<file path="src/rtl/ram_arb_pkg.sv">
// Shared types and defaults for the two-port RAM arbiter.
package ram_arb_pkg;

  typedef enum logic [1:0] {
    IDLE   = 2'd0,
    ACCESS = 2'd1,
    RESP   = 2'd2
  } state_t;

  localparam logic PORT_I = 1'b0;
  localparam logic PORT_D = 1'b1;

  localparam int DEF_MEM_BYTES    = 64;
  localparam int DEF_STARVE_LIMIT = 4;

  // Word-aligned and inside the RAM (last valid word starts at mem_bytes-4).
  function automatic logic addr_ok(input logic [31:0] addr, input int mem_bytes);
    return (addr[1:0] == 2'b00) && (addr <= 32'(mem_bytes - 4));
  endfunction

endpackage

</file>
<file path="src/rtl/ram_arb_pick.sv">
// Winner select for the shared RAM port: the data port has priority unless
// fetch has lost STARVE_LIMIT arbitrations in a row.
module ram_arb_pick
  import ram_arb_pkg::*;
#(
  parameter int STARVE_LIMIT = DEF_STARVE_LIMIT
) (
  input  logic CLK,
  input  logic Reset,
  input  logic i_req,
  input  logic d_req,
  input  logic sample,
  output logic grant,
  output logic grant_id
);

  localparam int CW = $clog2(STARVE_LIMIT + 1);
  localparam logic [CW-1:0] LIMIT = CW'(STARVE_LIMIT);

  logic [CW-1:0] starve_cnt;
  logic          i_forced;

  // Combinational winner; fetch is forced through once the guard saturates.
  always_comb begin
    i_forced = i_req && (starve_cnt == LIMIT);
    grant    = i_req || d_req;
    grant_id = (d_req && !i_forced) ? PORT_D : PORT_I;
  end

  // Count consecutive fetch losses, cleared whenever fetch is granted.
  always_ff @(posedge CLK or posedge Reset) begin
    if (Reset) begin
      starve_cnt <= '0;
    end else if (sample && grant) begin
      if (grant_id == PORT_I)
        starve_cnt <= '0;
      else if (i_req && (starve_cnt != LIMIT))
        starve_cnt <= starve_cnt + CW'(1);
    end
  end

endmodule

</file>
<file path="src/rtl/ram_port_arbiter.sv">
// Shares the single data-RAM port between instruction fetch and load/store.
//
// state  | meaning
// -------+-----------------------------------------------------------
// IDLE   | sample requests, latch the winner and its address/data
// ACCESS | drive the RAM strobe for one cycle, capture read data
// RESP   | one-cycle ack (with err) to the winning requester
module ram_port_arbiter
  import ram_arb_pkg::*;
#(
  parameter int MEM_BYTES    = DEF_MEM_BYTES,
  parameter int STARVE_LIMIT = DEF_STARVE_LIMIT
) (
  input  logic        CLK,
  input  logic        Reset,
  input  logic        i_req,
  input  logic [31:0] i_addr,
  output logic        i_ack,
  output logic [31:0] i_rdata,
  output logic        i_err,
  input  logic        d_req,
  input  logic        d_we,
  input  logic [31:0] d_addr,
  input  logic [31:0] d_wdata,
  output logic        d_ack,
  output logic [31:0] d_rdata,
  output logic        d_err,
  output logic [31:0] ram_Address,
  output logic [31:0] ram_writeData,
  output logic        ram_Read,
  output logic        ram_Write,
  input  logic [31:0] ram_dataOut,
  output logic        busy
);

  state_t      state, next_state;
  logic        sample, grant, grant_id;
  logic [31:0] pick_addr, pick_wdata;
  logic        pick_we, pick_ok;
  logic        win_id, lat_we, lat_err;
  logic [31:0] lat_addr, lat_wdata;
  logic [31:0] i_rdata_q, d_rdata_q;
  logic        in_access, in_resp;

  assign sample = (state == IDLE);

  ram_arb_pick #(.STARVE_LIMIT(STARVE_LIMIT)) u_pick (
    .CLK      (CLK),
    .Reset    (Reset),
    .i_req    (i_req),
    .d_req    (d_req),
    .sample   (sample),
    .grant    (grant),
    .grant_id (grant_id)
  );

  // Mux the winning requester's transaction fields; fetch never writes.
  always_comb begin
    pick_addr  = (grant_id == PORT_D) ? d_addr : i_addr;
    pick_we    = (grant_id == PORT_D) && d_we;
    pick_wdata = (grant_id == PORT_D) ? d_wdata : 32'd0;
    pick_ok    = addr_ok(pick_addr, MEM_BYTES);
  end

  // State register.
  always_ff @(posedge CLK or posedge Reset) begin
    if (Reset) state <= IDLE;
    else       state <= next_state;
  end

  // Next state; bad addresses skip the RAM and answer straight away.
  always_comb begin
    next_state = state;
    case (state)
      IDLE:    if (grant) next_state = pick_ok ? ACCESS : RESP;
      ACCESS:  next_state = RESP;
      RESP:    next_state = IDLE;
      default: next_state = IDLE;
    endcase
  end

  // Latch the granted transaction at the IDLE sample.
  always_ff @(posedge CLK or posedge Reset) begin
    if (Reset) begin
      win_id    <= PORT_I;
      lat_we    <= 1'b0;
      lat_err   <= 1'b0;
      lat_addr  <= '0;
      lat_wdata <= '0;
    end else if (sample && grant) begin
      win_id    <= grant_id;
      lat_we    <= pick_we;
      lat_err   <= !pick_ok;
      lat_addr  <= pick_addr;
      lat_wdata <= pick_wdata;
    end
  end

  // Capture read data at the end of ACCESS; stores leave rdata untouched.
  always_ff @(posedge CLK or posedge Reset) begin
    if (Reset) begin
      i_rdata_q <= '0;
      d_rdata_q <= '0;
    end else if (in_access && !lat_we) begin
      if (win_id == PORT_D) d_rdata_q <= ram_dataOut;
      else                  i_rdata_q <= ram_dataOut;
    end
  end

  // Moore outputs: RAM drive only in ACCESS, acks only in RESP.
  always_comb begin
    in_access     = (state == ACCESS);
    in_resp       = (state == RESP);
    ram_Address   = in_access ? lat_addr  : 32'd0;
    ram_writeData = in_access ? lat_wdata : 32'd0;
    ram_Read      = in_access && !lat_we;
    ram_Write     = in_access && lat_we;
    i_ack         = in_resp && (win_id == PORT_I);
    d_ack         = in_resp && (win_id == PORT_D);
    i_err         = i_ack && lat_err;
    d_err         = d_ack && lat_err;
    i_rdata       = i_rdata_q;
    d_rdata       = d_rdata_q;
    busy          = (state != IDLE);
  end

endmodule

</file>
<file path="config.mk">
export PLATFORM = sky130hd
export DESIGN_NAME = ram_port_arbiter
export DESIGN_NICKNAME = d
export VERILOG_FILES = /design/src/rtl/ram_arb_pkg.sv /design/src/rtl/ram_arb_pick.sv /design/src/rtl/ram_port_arbiter.sv
export SDC_FILE = /design/constraint.sdc
export NUM_CORES = 1
export LEC_CHECK = 0
export BUFFER_PORTS_ARGS = -buffer_cell sky130_fd_sc_hd__clkbuf_2
export CAP_MARGIN = 30
export CORE_MARGIN = 4
export CORE_UTILIZATION = 48
export DETAILED_ROUTE_END_ITERATION = 10
export PLACE_DENSITY_LB_ADDON = 0.25
export SLEW_MARGIN = 15
export SYNTH_ARGS = -nofsm -noshare
export SYNTH_HDL_FRONTEND = slang
export SYNTH_SLANG_ARGS = --single-unit
</file>
<file path="constraint.sdc">
create_clock -name CLK -period 4.6 [get_ports CLK]
set_input_delay 0 -clock CLK [delete_from_list [all_inputs] [get_ports CLK]]
set_output_delay 0 -clock CLK [all_outputs]
set_load 0.005 [all_outputs]
</file>
==> impl_metrics.ini, run 1 <==
[outcome]
status = complete, no violations

[worst_setup_path]
crit_family = buffers and inverters
critical_path_buf_inv_count = 3
slowest_stage = dlygate4sd3_1
crit_type = flip-flop to flip-flop
critPathArrivalTime_ps = 3080
crit_required_ps = 4950
worstSetupStartpointType = flip-flop
path_max_fanout = 42
critPathCaptureType = flip-flop
max_stage_delay_ps = 600
worstPathCellList = inv_1, ha_1, nand3_1, and2_2, buf_4, nand2_1, a31oi_1, dlygate4sd3_1

[route]
routedWlPerCell_um = 17.0
detail_route.vias_per_cell = 5.16
detail-route-antenna-nets = 0
drt_wl_total_um = 19700
drc_errors = 0
num_vias = 6001
drtIter0Drc = 440
drtPass1Iterations = 5

[global_route]
grt_max_degree = 91
grt_pass1_vias = 6160
grt_pass1_wl_um = 31300
overflow = 0
antenna_found_initial = 0
grtUsageTotal_pct = 27.3

[sta]
hold_viol = 0
timing.final.setup_violations = 0
final.min_clock_period_ps = 2740
setup_tns_ps = 0
worst_slack_ps = 1860
rsz0062_at_grt = no
clock_skew_ps = 12.3
post-route-period-util_pct = 59.5
max_freq_mhz = 365
maxSlewHeadroom_pct = 40.0
slew_violations = 0
tightest_slew_ps = 900

[floorplan]
io_pins = 268
coreArea_um2 = 12600
start_util_pct = 48.8
die_x_um = 121
rows = 41
die_area_um2 = 14700
die_h_um = 121

[logic_synthesis]
seq_area_frac_synth_pct = 55.2
synth_common_cells = nand2_1, dfrtp_1, and2_1, nand3_1, nor2_1
synth_top_cell_by_area = dfrtp_1
yosysWarnings = 0
synth_flop_cell = dfrtp_1
synth_area_leaders = dfrtp_1, nand2_1, mux2_4
yosysTopAreaCellShare_pct = 55.2
post-synth-top-count-cell = nand2_1
synthCells = 591
avgSynthCellArea_um2 = 10.4
synth_nets = 726
ys_seq_elements = 136
synth-edff-count = 0
synth_area_um2 = 6160
yosysUniqueCellTypes = 30
synthArstFlopShare_pct = 100

[pwr]
peakVddDrop_uv = 232
power_density_nw_per_um2 = 354
finalPower_mw = 3.40
power_leakage_nw = 5.04

[finish]
nNetsFinal = 1113
area_growth_pct = 55.8
layout-drive-gt1-share_pct = 37.8
antenna_cells = 0
final_util_pct = 76.1

[placement]
place_ws_ps = 2450
hpwl_um = 12200
port-buffer-count = 267
gp_congestion = 0.885

[cts]
ctsLongestPathBuffers = 2
post_cts_buffers = 0
clock_tree.root_cell = clkbuf_16
cts_buffers = 17
clkTransAtPathRegs_ps = 60
tritoncts = done
htree_levels = 4
insertion_delay_ps = 410
cts_sinks = 136

[worst_hold_path]
hold_class = primary input to flip-flop

[job]
drv_cap = 0
[placed cells by master, fill, tap and decap left out, types with 3 or more instances in the layout]
cell | synthesis | routed
clkbuf_8 | 0 | 7
bufinv_16 | 0 | 3
clkbuf_16 | 0 | 17
buf_4 | 0 | 6
nand3_1 | 38 | 38
a31oi_1 | 32 | 32
inv_1 | 4 | 3
dfrtp_1 | 136 | 136
dlygate4sd3_1 | 0 | 131
nor2_1 | 36 | 36
o21ai_0 | 3 | 3
and2_1 | 69 | 67
mux2_2 | 32 | 32
nor4_1 | 14 | 14
mux2_4 | 30 | 30
clkbuf_2 | 0 | 267
nand2_1 | 137 | 137
[timing repair]
action / 4_1_cts / 5_1_grt
hold buffers: 131 / 0
gates resized for setup: 0 / 0
endpoints found under the hold margin: 216 / 0
[sequential cells by signal, indices dropped and copies added (netlist names)]
name               count
d_rdata               32
i_rdata               32
lat_addr              32
lat_wdata             32
u_pick.starve_cnt      3
state                  2
lat_err                1
lat_we                 1
win_id                 1
[power by group]
part / internal, mW / total, mW / switching (mW)
Sequential: 1.34 / 1.41 / 0.0791
Combinational: 0.289 / 0.557 / 0.269
Clock: 0.950 / 1.43 / 0.475
Total: 2.57 / 3.40 / 0.823
[metal layers]
metal  global-route usage (%)  wire [µm]  vias to the layer above
li1                         -          -                     2746
met1                     31.4       7330                     2870
met2                     47.4      10000                      326
met3                     6.85       1600                       59
met4                     13.0        767                        0
met5                        0          0                        -
[final timing paths]
kind	from	end	slack [ps]	cells past startpoint
max	u_pick.starve_cnt[0]$_DFFE_PP0P_	lat_addr[26]$_DFFE_PP0P_	1860	8
max in group asynchronous	Reset	i_rdata[19]$_DFFE_PP0P_	3150	4
min	d_addr[16]	state[1]$_DFFE_PP0P_	60	5
max reg2reg	u_pick.starve_cnt[0]$_DFFE_PP0P_	lat_addr[26]$_DFFE_PP0P_	1860	8
min reg2reg	lat_wdata[21]$_DFFE_PP0P_	lat_wdata[21]$_DFFE_PP0P_	460	2
min in group asynchronous	Reset	d_rdata[9]$_DFFE_PP0P_	270	3
[worst reg2reg max path, cell delays in order, from the launching register on]
cell and delay, ps:
dfrtp_1 380, inv_1 60, ha_1 190, nand3_1 70, and2_2 510, buf_4 520, nand2_1 150, a31oi_1 210
dlygate4sd3_1 600
[area by class of cell]
cell class,count,area [µm²]
fill,850,3020
multi-input combinational,413,2590
timing repair buffer,406,2740
sequential,136,3400
clock buffer,25,526
clock inverter,6,110
inverter,4,20.0
tap,172,215
[logic make-up after synthesis]
logic type	synth area share (%)
multiplexers	13.5
flip-flops	55.2
AO/OA/AOI/OAI	4.32
adder cells (fa/ha/maj)	0.406
AND/OR/NAND/NOR	23.3
buffers and inverters	3.23
[per-stage QoR]
stage               hold slack [ps]  std cells  area, µm²
CTS                            36.7       1162       9600
global route                   72.8       1162       9600
finish                         59.1       1162       9600
detailed placement              188       1000       7650
floorplan                       133        591       6160
global placement                184        998       7610
No activity file was read; power rests on OpenSTA's default activity.
==> run 2, diff against run 1 <==
- CORE_UTILIZATION: 48 -> 43
- clock period: 4.6 -> 2.32 ns (I/O delays scaled with it)
==> run 2 against run 1 <==
Clock power is 83% higher. Final cell count grew 2.1%. Global-route usage shrank 3.3 points. Largest power group is now sequential cells. First-iteration DRC count shrank 8.4%. Flip-flop and latch count stayed put. Critical endpoint is now lat_addr[9]$_DFFE_PP0P_. Cell area is 1.3% higher.
==> impl_metrics.ini, run 2 (synthesized netlist as in run 1, its figures left out) <==
[outcome]
status = complete, no violations

[finish]
nFillCells = 1014
layout-drive-gt1-share_pct = 38.8
design_area_um2 = 9730
nNetsFinal = 1127
final_cell_mix = clkbuf_2, nand2_1, dfrtp_1
layout_commonest_cell = clkbuf_2
final_util_pct = 69.8
area_growth_pct = 57.8

[pwr]
power_density_nw_per_um2 = 674
peakVddDrop_uv = 488
power_leakage_nw = 5.09

[sta]
timing.final.setup_violations = 0
post-route-period-util_pct = 93.6
setup_tns_ps = 0
slew_violations = 0
rsz0062_at_grt = no
clock_skew_ps = 7.40
tightest_slew_ps = 576
hold_viol = 0
maxSlewHeadroom_pct = 61.2
worst_slack_ps = 149
final.min_clock_period_ps = 2170
max_freq_mhz = 461

[worst_setup_path]
worstSetupStartpointType = flip-flop
path_max_fanout = 20
crit_type = flip-flop to flip-flop
r2r-start = u_pick.starve_cnt[0]$_DFFE_PP0P_
crit_required_ps = 2660
critical_path_buf_inv_count = 3
critPathCaptureType = flip-flop
max_stage_delay_ps = 580
crit_family = buffers and inverters
r2r-end = lat_addr[9]$_DFFE_PP0P_
path_depth = 8
worstRegToRegCells = 8
worstPathCellList = inv_1, ha_1, nand3_1, and2_4, buf_6, nand2_1, a31oi_1, dlygate4sd3_1
slowest_stage = dlygate4sd3_1
reg2reg_slack_ps = 150
critPathArrivalTime_ps = 2510

[cts]
clock_tree.root_cell = clkbuf_16
insertion_delay_ps = 410
tritoncts = done
cts_sinks = 136
clkTransAtPathRegs_ps = 60
cts_buffers = 17
ctsLongestPathBuffers = 2
htree_levels = 4

[worst_hold_path]
whs_path_depth = 5
hold_class = primary input to flip-flop
hold_path_startpoint = d_addr[19]
hold_end = state[1]$_DFFE_PP0P_

[floorplan]
die_x_um = 128
rows = 43
die_h_um = 128
die_area_um2 = 16300
start_util_pct = 44.2
coreArea_um2 = 13900
io_pins = 268

[route]
routedWlPerCell_um = 16.6
drtPass1Iterations = 5
detail_route.vias_per_cell = 5.06
num_vias = 5996
drc_errors = 0
drt_wl_total_um = 19700
drtIter0Drc = 403
detail-route-antenna-nets = 0

[placement]
place_area_um2 = 7790
place_ws_ps = 508
hpwl_um = 13000
port-buffer-count = 267
gp_congestion = 0.859

[job]
drv_cap = 0

[global_route]
grtUsageTotal_pct = 24.0
grt_pass1_wl_um = 31100
grt_pass1_vias = 6281
overflow = 0
grt_max_degree = 87
antenna_found_initial = 0
-- run 2: cell types whose count changed in the layout (fill, tap and decap cells not counted), sizes merged --
| cell | before | now |
|---|---|---|
| diode | 0 | 1 |
| bufinv | 3 | 2 |
| inv | 4 | 5 |
| buf | 8 | 22 |
| clkinvlp | 2 | 7 |
| clkinv | 1 | 4 |
| clkbuf | 292 | 285 |
-- run 2: layer usage --
layer | global-route usage [%] | share of wire [%]
met5 | 0 | 0
met4 | 11.9 | 3.5
met3 | 5.50 | 7.7
met2 | 39.9 | 50
met1 | 29.5 | 39
-- run 2: tightest hold or removal path: stages --
cell and delay, ps:
clkbuf_2 90, nor4_1 50, nand3_1 130, o211ai_1 100, nand3_1 80
-- run 2: power breakdown --
part	switching, mW	internal, mW
clock	1.03	1.59
sequential	0.157	2.65
combinational	0.546	0.597
-- run 2: final cells by class --
type / count / area [µm²] / share of cell area (%)
Multi-Input combinational cell: 413 / 2590 / 26.6
Antenna cell: 1 / 2.50 / 0.0257
Tap cell: 180 / 225 / 2.32
Clock inverter: 14 / 150 / 1.54
Clock buffer: 18 / 429 / 4.41
Timing Repair Buffer: 420 / 2910 / 29.9
Inverter: 4 / 18.8 / 0.193
Sequential cell: 136 / 3400 / 35.0
-- run 2: worst max-delay path by stage --
| stage | startpoint | end |
|---|---|---|
| after floorplan | Reset | d_rdata[0]$_DFFE_PP0P_ |
| after global placement | state[1]$_DFFE_PP0P_ | d_rdata[29]$_DFFE_PP0P_ |
| after detailed placement | state[1]$_DFFE_PP0P_ | d_rdata[30]$_DFFE_PP0P_ |
| after CTS | u_pick.starve_cnt[0]$_DFFE_PP0P_ | lat_addr[24]$_DFFE_PP0P_ |
| after global routing | u_pick.starve_cnt[0]$_DFFE_PP0P_ | lat_addr[2]$_DFFE_PP0P_ |
| final | u_pick.starve_cnt[0]$_DFFE_PP0P_ | lat_addr[9]$_DFFE_PP0P_ |
-- run 2: metrics by stage --
| step | power, mW | hold slack, ps | instances |
|---|---|---|---|
| after CTS | 6.58 | 74.1 | 1182 |
| final | 6.56 | 86.9 | 1186 |
| after detailed placement | 3.66 | 122 | 1019 |
| after floorplan | 3.27 | 133 | 591 |
| after global routing | 6.91 | 109 | 1185 |
| after global placement | 3.61 | 116 | 1019 |
-- run 2: timing repair --
| item | in CTS | in global routing |
|---|---|---|
| hold buffers | 131 | 0 |
| setup endpoints to repair | 0 | 21 |
| resized for setup | 0 | 4 |
| setup buffers | 0 | 3 |
| hold endpoints to repair | 268 | 0 |
